--- src/rtl/core_pkg.sv ---
// Shared definitions for the PC sequencer slice.
//   pc_state_e           : sequencer state encoding (RUN, TRAP, HALT)
//   DEFAULT_RESET_VECTOR : PC loaded on reset
//   DEFAULT_TRAP_VECTOR  : PC loaded after a misaligned control-flow target
//   PC_INC               : sequential PC increment
package core_pkg;

  typedef enum logic [1:0] {
    RUN  = 2'd0,
    TRAP = 2'd1,
    HALT = 2'd2
  } pc_state_e;

  localparam logic [31:0] DEFAULT_RESET_VECTOR = 32'h0000_0000;
  localparam logic [31:0] DEFAULT_TRAP_VECTOR  = 32'h0000_0100;
  localparam int          PC_INC               = 4;

endpackage

--- src/rtl/pc_sequencer_if.sv ---
// Control/target bundle between the core datapath and the PC sequencer.
//   master : core side, drives stall/halt/branch/jump requests and targets
//   slave  : sequencer side, drives PC, trap, halt and retire-count outputs
interface pc_sequencer_if #(
  parameter int XLEN = 32
);
  logic            stall_PC;
  logic            branch_taken_PC;
  logic [XLEN-1:0] in_Branch_Target_PC;
  logic            jump_reg_PC;
  logic [XLEN-1:0] in_Jalr_Target_PC;
  logic            halt_PC;
  logic [XLEN-1:0] out_PC;
  logic [XLEN-1:0] out_PC_Plus4;
  logic            out_Misalign_Trap;
  logic [XLEN-1:0] out_Trap_EPC;
  logic            out_Halted;
  logic [XLEN-1:0] out_Retire_Count;

  modport master (
    output stall_PC, branch_taken_PC, in_Branch_Target_PC,
           jump_reg_PC, in_Jalr_Target_PC, halt_PC,
    input  out_PC, out_PC_Plus4, out_Misalign_Trap,
           out_Trap_EPC, out_Halted, out_Retire_Count
  );

  modport slave (
    input  stall_PC, branch_taken_PC, in_Branch_Target_PC,
           jump_reg_PC, in_Jalr_Target_PC, halt_PC,
    output out_PC, out_PC_Plus4, out_Misalign_Trap,
           out_Trap_EPC, out_Halted, out_Retire_Count
  );
endinterface

--- src/rtl/pc_next_sel.sv ---
// Combinational next-PC priority mux with alignment check.
//   pc            : current PC
//   branch_taken  / branch_target : conditional branch request and target
//   jump_reg      / jalr_target   : JALR request and raw rs1+imm target
//   target        : selected next PC (JALR > branch > PC+4)
//   misaligned    : target is not word aligned
module pc_next_sel
  import core_pkg::*;
#(
  parameter int XLEN = 32
) (
  input  logic [XLEN-1:0] pc,
  input  logic            branch_taken,
  input  logic [XLEN-1:0] branch_target,
  input  logic            jump_reg,
  input  logic [XLEN-1:0] jalr_target,
  output logic [XLEN-1:0] target,
  output logic            misaligned
);

  always_comb begin
    target = pc + XLEN'(PC_INC);
    if (jump_reg) begin
      target = {jalr_target[XLEN-1:1], 1'b0};
    end else if (branch_taken) begin
      target = branch_target;
    end
  end

  assign misaligned = |target[1:0];

endmodule

--- src/rtl/pc_sequencer.sv ---
// Program-counter owner: registers the next PC, traps misaligned targets,
// handles stall/halt and counts retired instructions.
//   clk : core clock, rising edge
//   rst : synchronous active-high reset
//   bus : pc_sequencer_if slave (requests/targets in, PC/status out)
//
// state | meaning
// RUN   | normal sequencing, PC advances on every unstalled cycle
// TRAP  | one-cycle trap pulse, PC is redirected to TRAP_VECTOR next
// HALT  | core stopped, everything frozen until reset
module pc_sequencer
  import core_pkg::*;
#(
  parameter int              XLEN         = 32,
  parameter logic [XLEN-1:0] RESET_VECTOR = XLEN'(DEFAULT_RESET_VECTOR),
  parameter logic [XLEN-1:0] TRAP_VECTOR  = XLEN'(DEFAULT_TRAP_VECTOR)
) (
  input logic          clk,
  input logic          rst,
  pc_sequencer_if.slave bus
);

  pc_state_e       state_q, state_d;
  logic [XLEN-1:0] pc_q, pc_d;
  logic [XLEN-1:0] epc_q, epc_d;
  logic [XLEN-1:0] cnt_q, cnt_d;
  logic [XLEN-1:0] target;
  logic            misaligned;

  pc_next_sel #(.XLEN(XLEN)) u_next_sel (
    .pc            (pc_q),
    .branch_taken  (bus.branch_taken_PC),
    .branch_target (bus.in_Branch_Target_PC),
    .jump_reg      (bus.jump_reg_PC),
    .jalr_target   (bus.in_Jalr_Target_PC),
    .target        (target),
    .misaligned    (misaligned)
  );

  always_ff @(posedge clk) begin
    if (rst) begin
      state_q <= RUN;
      pc_q    <= RESET_VECTOR;
      epc_q   <= '0;
      cnt_q   <= '0;
    end else begin
      state_q <= state_d;
      pc_q    <= pc_d;
      epc_q   <= epc_d;
      cnt_q   <= cnt_d;
    end
  end

  always_comb begin
    state_d = state_q;
    pc_d    = pc_q;
    epc_d   = epc_q;
    cnt_d   = cnt_q;
    unique case (state_q)
      RUN: begin
        if (!bus.stall_PC) begin
          if (bus.halt_PC) begin
            state_d = HALT;
          end else if (misaligned) begin
            // faulting instruction does not retire; PC stays on it
            state_d = TRAP;
            epc_d   = pc_q;
          end else begin
            pc_d  = target;
            cnt_d = cnt_q + 1'b1;
          end
        end
      end
      TRAP: begin
        pc_d    = TRAP_VECTOR;
        state_d = RUN;
      end
      HALT: ;
      default: state_d = RUN;
    endcase
  end

  assign bus.out_PC            = pc_q;
  assign bus.out_PC_Plus4      = pc_q + XLEN'(PC_INC);
  assign bus.out_Misalign_Trap = (state_q == TRAP);
  assign bus.out_Trap_EPC      = epc_q;
  assign bus.out_Halted        = (state_q == HALT);
  assign bus.out_Retire_Count  = cnt_q;

endmodule

--- src/flat_wrapper.sv ---
// flat-port wrapper written by rule: the top's interface ports become plain ports
module pc_sequencer_flat import core_pkg::*;
#(
  parameter int              XLEN         = 32,
  parameter logic [XLEN-1:0] RESET_VECTOR = XLEN'(DEFAULT_RESET_VECTOR),
  parameter logic [XLEN-1:0] TRAP_VECTOR  = XLEN'(DEFAULT_TRAP_VECTOR)
)
  (clk, rst, bus_stall_PC, bus_branch_taken_PC, bus_in_Branch_Target_PC, bus_jump_reg_PC, bus_in_Jalr_Target_PC, bus_halt_PC, bus_out_PC, bus_out_PC_Plus4, bus_out_Misalign_Trap, bus_out_Trap_EPC, bus_out_Halted, bus_out_Retire_Count);
  pc_sequencer_if #(.XLEN(XLEN)) bus_i ();
  input logic clk;
  input logic rst;
  input wire logic [$bits(bus_i.stall_PC)-1:0] bus_stall_PC;
  input wire logic [$bits(bus_i.branch_taken_PC)-1:0] bus_branch_taken_PC;
  input wire logic [$bits(bus_i.in_Branch_Target_PC)-1:0] bus_in_Branch_Target_PC;
  input wire logic [$bits(bus_i.jump_reg_PC)-1:0] bus_jump_reg_PC;
  input wire logic [$bits(bus_i.in_Jalr_Target_PC)-1:0] bus_in_Jalr_Target_PC;
  input wire logic [$bits(bus_i.halt_PC)-1:0] bus_halt_PC;
  output wire logic [$bits(bus_i.out_PC)-1:0] bus_out_PC;
  output wire logic [$bits(bus_i.out_PC_Plus4)-1:0] bus_out_PC_Plus4;
  output wire logic [$bits(bus_i.out_Misalign_Trap)-1:0] bus_out_Misalign_Trap;
  output wire logic [$bits(bus_i.out_Trap_EPC)-1:0] bus_out_Trap_EPC;
  output wire logic [$bits(bus_i.out_Halted)-1:0] bus_out_Halted;
  output wire logic [$bits(bus_i.out_Retire_Count)-1:0] bus_out_Retire_Count;
  assign bus_i.stall_PC = bus_stall_PC;
  assign bus_i.branch_taken_PC = bus_branch_taken_PC;
  assign bus_i.in_Branch_Target_PC = bus_in_Branch_Target_PC;
  assign bus_i.jump_reg_PC = bus_jump_reg_PC;
  assign bus_i.in_Jalr_Target_PC = bus_in_Jalr_Target_PC;
  assign bus_i.halt_PC = bus_halt_PC;
  assign bus_out_PC = bus_i.out_PC;
  assign bus_out_PC_Plus4 = bus_i.out_PC_Plus4;
  assign bus_out_Misalign_Trap = bus_i.out_Misalign_Trap;
  assign bus_out_Trap_EPC = bus_i.out_Trap_EPC;
  assign bus_out_Halted = bus_i.out_Halted;
  assign bus_out_Retire_Count = bus_i.out_Retire_Count;
  pc_sequencer #(.XLEN(XLEN), .RESET_VECTOR(RESET_VECTOR), .TRAP_VECTOR(TRAP_VECTOR)) u_core (.clk(clk), .rst(rst), .bus(bus_i));
endmodule
--- config.mk ---
export PLATFORM = sky130hd
export DESIGN_NAME = pc_sequencer_flat
export DESIGN_NICKNAME = d
export VERILOG_FILES = /design/src/rtl/core_pkg.sv /design/src/rtl/pc_sequencer_if.sv /design/src/rtl/pc_next_sel.sv /design/src/rtl/pc_sequencer.sv /design/src/flat_wrapper.sv
export SDC_FILE = /design/constraint.sdc
export NUM_CORES = 1
export LEC_CHECK = 0
export BUFFER_PORTS_ARGS = -buffer_cell sky130_fd_sc_hd__buf_2
export CORE_ASPECT_RATIO = 1.5
export CORE_MARGIN = 5
export CORE_UTILIZATION = 35
export DETAILED_ROUTE_END_ITERATION = 8
export HOLD_SLACK_MARGIN = 0.15
export PLACE_DENSITY = 0.67
export SKIP_LAST_GASP = 1
export SYNTH_ARGS = -nofsm -noshare
export SYNTH_HDL_FRONTEND = slang
export SYNTH_SLANG_ARGS = --single-unit
--- constraint.sdc ---
create_clock -name clk -period 2.8 [get_ports clk]
set_input_delay 0.28 -clock clk [delete_from_list [all_inputs] [get_ports clk]]
set_output_delay 0.28 -clock clk [all_outputs]
set_load 0.02 [all_outputs]
==> flow_summary.html <==
<table>
<tr><th>Metric</th><th>Value</th></tr>
<tr><th colspan="2">Outcome</th></tr>
<tr><td>Result of the run</td><td>complete, no violations</td></tr>
<tr><th colspan="2">Placed design</th></tr>
<tr><td>Gpl congestion</td><td>0.910</td></tr>
<tr><td>Post-placement cell count</td><td>1,054</td></tr>
<tr><td>Pre-CTS WS</td><td>352 ps</td></tr>
<tr><td>Placement Cell Area</td><td>6500 sq um</td></tr>
<tr><td>Port buffer count</td><td>198</td></tr>
<tr><td>Hpwl dp</td><td>14,400 microns</td></tr>
<tr><th colspan="2">Worst setup path</th></tr>
<tr><td>Launching instance or port of the critical path</td><td>u_core.bus.out_PC[8]</td></tr>
<tr><td>Required time of the critical path</td><td>2520 ps</td></tr>
<tr><td>Setup crit end kind</td><td>primary output</td></tr>
<tr><td>Worst Path Class, Setup</td><td>reg2out</td></tr>
<tr><td>Number of cells traversed by the worst register-to-register path</td><td>6</td></tr>
<tr><td>End of the worst register-to-register path</td><td>u_core.bus.out_Retire_Count[30]</td></tr>
<tr><td>Buf/Inv on CP</td><td>2</td></tr>
<tr><td>Termination of the worst setup path</td><td>bus_out_PC_Plus4[28]</td></tr>
<tr><td>Highest-delay cell along the critical path</td><td>or4_1</td></tr>
<tr><td>R2R Setup Slk</td><td>310 ps</td></tr>
<tr><td>Crit-path max FO</td><td>6</td></tr>
<tr><td>Cells traversed along the worst timing path</td><td>nand4_1 -&gt; or4_1 -&gt; nor4_2 -&gt; buf_4 -&gt; xor2_1 -&gt; buf_2</td></tr>
<tr><td>Delay of the slowest cell on the worst path</td><td>630 ps</td></tr>
<tr><td>Worst path top cell family by delay</td><td>simple AND/OR/NAND/NOR gates</td></tr>
<tr><td>Launching element type of the critical path</td><td>flip-flop</td></tr>
<tr><td>Worst path arrival time</td><td>2470 ps</td></tr>
<tr><td>Startpoint of the worst-slack reg-to-reg timing path</td><td>u_core.bus.out_PC[0]</td></tr>
<tr><td>Critical path depth in cells</td><td>6</td></tr>
<tr><th colspan="2">Job</th></tr>
<tr><td>Total of max-cap violations</td><td>0</td></tr>
<tr><th colspan="2">Layout</th></tr>
<tr><td>Most common cell after layout, fill and taps aside</td><td>buf_2</td></tr>
<tr><td>Final core utilization</td><td>46.8%</td></tr>
<tr><td>Fin area</td><td>6830 sq um</td></tr>
<tr><td>Fraction of layout cells with a size suffix above 1</td><td>29.6%</td></tr>
<tr><td>Area overhead of the layout relative to synthesis</td><td>30.6%</td></tr>
<tr><td>Post-layout net count</td><td>943</td></tr>
<tr><td>Final instance count without filler cells</td><td>1,072</td></tr>
<tr><td>Number of diodes added for antenna fixing</td><td>0</td></tr>
<tr><td>Highest-count cells in the layout ignoring fill and taps</td><td>buf_2 (198), nand2_1 (113), dfxtp_1 (95), a21oi_1 (60), nor2_1 (38)</td></tr>
<tr><th colspan="2">Die</th></tr>
<tr><td>Die boundary width</td><td>110 microns</td></tr>
<tr><td>Overall die height</td><td>160 microns</td></tr>
<tr><td>Floorplan Core Area</td><td>14,600 sq um</td></tr>
<tr><td>Floorplan row count</td><td>54</td></tr>
<tr><td>Initial standard-cell utilization of the core</td><td>35.8%</td></tr>
<tr><td>I/O pin count</td><td>200</td></tr>
<tr><td>Die ar.</td><td>17,500 sq um</td></tr>
<tr><th colspan="2">Logic synthesis</th></tr>
<tr><td>Share of synthesized registers carrying an async set or reset</td><td>0%</td></tr>
<tr><td>Cells after synthesis</td><td>680</td></tr>
<tr><td>Yosys Warn Count</td><td>0</td></tr>
<tr><td>Proportion of netlist area held by the largest area contributor</td><td>37.5%</td></tr>
<tr><td>Sequential area share after synthesis</td><td>37.5%</td></tr>
<tr><td>Count of flip-flops with a built-in enable after synthesis</td><td>0</td></tr>
<tr><td>Number of synthesized register bits</td><td>98</td></tr>
<tr><td>Distinct cell type count after synthesis</td><td>59</td></tr>
<tr><td>Net count of the mapped netlist</td><td>752</td></tr>
<tr><td>Top post-synthesis cells by area</td><td>dfxtp_1 (38%), nand2_1 (8.1%), a21oi_1 (5.8%), xnor2_1 (4.4%), o21ai_0 (3.3%)</td></tr>
<tr><td>Yosys top cell by area</td><td>dfxtp_1</td></tr>
<tr><td>Cell Area, Synth</td><td>5230 sq um</td></tr>
<tr><td>Syn Area/Cell</td><td>7.69 sq um</td></tr>
<tr><td>Leading register cell type out of synthesis</td><td>dfxtp_1</td></tr>
<tr><th colspan="2">CTS</th></tr>
<tr><td>Later-pin clock latency in the skew report</td><td>350 ps</td></tr>
<tr><td>CTS buffer count</td><td>9</td></tr>
<tr><td>TritonCTS clock tree</td><td>yes</td></tr>
<tr><td>Maximum root-to-sink buffer count</td><td>2</td></tr>
<tr><td>Number of post-CTS setup repair buffers</td><td>0</td></tr>
<tr><td>CTS clk-pin slew, worst paths</td><td>80 ps</td></tr>
<tr><td>Total number of H-tree levels</td><td>3</td></tr>
<tr><td>TritonCTS sink count</td><td>98</td></tr>
<tr><td>Clock Tree Root</td><td>clkbuf_16</td></tr>
<tr><th colspan="2">Detailed routing</th></tr>
<tr><td>Iter 0 DRT Violations</td><td>392</td></tr>
<tr><td>DRT antenna net count</td><td>0</td></tr>
<tr><td>DRC viols</td><td>0</td></tr>
<tr><td>Total via count in the routed design</td><td>5,708</td></tr>
<tr><td>Wirelength, routed</td><td>18,800 microns</td></tr>
<tr><td>Average routed wire per standard cell</td><td>17.5 microns</td></tr>
<tr><td>First-pass iteration count of the detailed router</td><td>5</td></tr>
<tr><td>Via density per instance</td><td>5.32</td></tr>
<tr><th colspan="2">Pwr</th></tr>
<tr><td>Total power density per cell area</td><td>447 nW/um^2</td></tr>
<tr><td>Relative contribution of sequential cells to total power</td><td>47.6%</td></tr>
<tr><td>Max IR drop VDD</td><td>0.247 mV</td></tr>
<tr><td>Clock network power share</td><td>40.7%</td></tr>
<tr><td>NetSw</td><td>857 uW</td></tr>
<tr><td>Combinational share of power</td><td>11.7%</td></tr>
<tr><td>Proportion of total power due to net switching</td><td>28.1%</td></tr>
<tr><td>Leakage power summed over all cells</td><td>0.00298 uW</td></tr>
<tr><td>Cell internal power dissipation</td><td>2190 uW</td></tr>
<tr><th colspan="2">STA</th></tr>
<tr><td>Period utilization</td><td>98.1%</td></tr>
<tr><td>Setup clock skew after layout</td><td>10.3 ps</td></tr>
<tr><td>Final-report hold violation count</td><td>0</td></tr>
<tr><td>TNS Setup</td><td>0 ps</td></tr>
<tr><td>Setup ws final</td><td>53.9 ps</td></tr>
<tr><td>RSZ-0062 raised after global routing</td><td>yes</td></tr>
<tr><td>Final count of pins violating max slew</td><td>0</td></tr>
<tr><td>Max Clock Freq</td><td>364 MHz</td></tr>
<tr><td>Tightest Pin Transition</td><td>874 ps</td></tr>
<tr><td>Relative slew slack</td><td>41.8%</td></tr>
<tr><td>Post-route minimum period</td><td>2750 ps</td></tr>
<tr><td>Total of endpoints with negative setup slack in the final report</td><td>0</td></tr>
<tr><th colspan="2">GRT</th></tr>
<tr><td>Global-route wire length before repair</td><td>29,100 microns</td></tr>
<tr><td>Initial antenna violation count</td><td>0</td></tr>
<tr><td>Combined global-route utilization of all metal layers</td><td>21.1%</td></tr>
<tr><td>Number of global-route vias before repair</td><td>5,340</td></tr>
<tr><td>Grt total ovfl</td><td>0</td></tr>
<tr><td>Largest net degree at the start of global routing</td><td>69</td></tr>
<tr><th colspan="2">Worst hold path</th></tr>
<tr><td>Class of the worst hold path</td><td>in2reg</td></tr>
</table>
## power by group through the flow
stage          clock [uW]  sequential, uW  combinational (uW)
3_3_place_gp            0            1480                 352
6_report             1240            1450                 356
2_1_floorplan           0            1490                 186
4_1_cts              1260            1450                 357
5_1_grt              1320            1460                 388
3_5_place_dp            0            1480                 354
## registers in the layout (all words and copies together), names as in the netlist
| register | count |
|---|---|
| u_core.bus.out_PC | 32 |
| u_core.bus.out_Retire_Count | 32 |
| u_core.bus.out_Trap_EPC | 32 |
| u_core.state_q | 2 |
## timing repair
action,4_1_cts,5_1_grt
resized for setup,2,3
hold endpoints to repair,2,0
hold buffers,2,0
setup endpoints to repair,2,4
## worst min-delay path by stage
stage	start	end	slack (ps)	cells after the start
finish	bus_in_Jalr_Target_PC[12]	u_core.bus.out_PC[12]	160	3
CTS	bus_in_Jalr_Target_PC[12]	u_core.bus.out_PC[12]	150	3
floorplan	bus_in_Branch_Target_PC[27]	u_core.bus.out_PC[27]	400	2
global route	bus_in_Jalr_Target_PC[12]	u_core.bus.out_PC[12]	180	3
detailed placement	u_core.bus.out_Trap_EPC[20]	u_core.bus.out_Trap_EPC[20]	440	2
global placement	u_core.bus.out_Trap_EPC[8]	u_core.bus.out_Trap_EPC[8]	440	2
## per-stage QoR
step | power, uW | hold slack [ps]
global route | 3170 | 175
CTS | 3070 | 151
global placement | 1840 | 439
floorplan | 1680 | 404
detailed placement | 1840 | 444
finish | 3050 | 160
## synthesized netlist by cell type, types with 3 or more instances
cell      number
nand2_1      113
dfxtp_1       98
a21oi_1       61
clkbuf_1      45
nor2_1        39
o21ai_0       34
nand3_1       32
xnor2_1       26
nor4_1        19
inv_1         16
nor3_1        16
nand4_1       14
or3_1         14
and2_1        11
and3_1        11
xor2_1        11
a22o_1        10
o22ai_1        9
or4_1          8
and4_1         7
mux2i_1        7
a22oi_1        6
o31ai_1        6
a21o_1         5
nand2b_1       4
o311ai_0       4
a221o_1        3
nor2b_1        3
nor3b_1        3
o211ai_1       3
o31a_1         3
## final cells by class
| cell class | count | area (sq um) |
|---|---|---|
| clock buffers | 10 | 239 |
| clock inverters | 6 | 52.6 |
| fillers | 1558 | 7770 |
| inverters | 18 | 67.6 |
| multi-input cells | 515 | 3030 |
| flip-flops and latches | 98 | 1970 |
| well taps | 196 | 245 |
| repair buffers | 229 | 1230 |
## metal layers
metal | share of wire, % | up-vias | track usage [%]
met1 | 39 | 2585 | 25.7
met3 | 6.7 | 46 | 3.68
met4 | 4.3 | 0 | 10.1
met5 | 0 | - | 0
met2 | 50 | 243 | 35.5
li1 | - | 2834 | -
## kinds of logic after synthesis
logic type               Yosys count  share of synthesized area [%]
AO/OA/AOI/OAI                    167                           20.3
XOR/XNOR                          37                           6.20
adder cells (fa/ha/maj)            2                          0.479
buffers and inverters             67                           5.00
flip-flops                        98                           37.5
multiplexers                       9                           1.77
AND/OR/NAND/NOR                  300                           28.7
## worst register-to-register path, stage by stage, from the launching register on
cell     delay (ps)
dfxtp_1         370
nor3_1          470
o31ai_2         120
buf_4           230
or3_1           530
or4_1           540
a21oi_1         150
(Power assumes the default switching activity.)
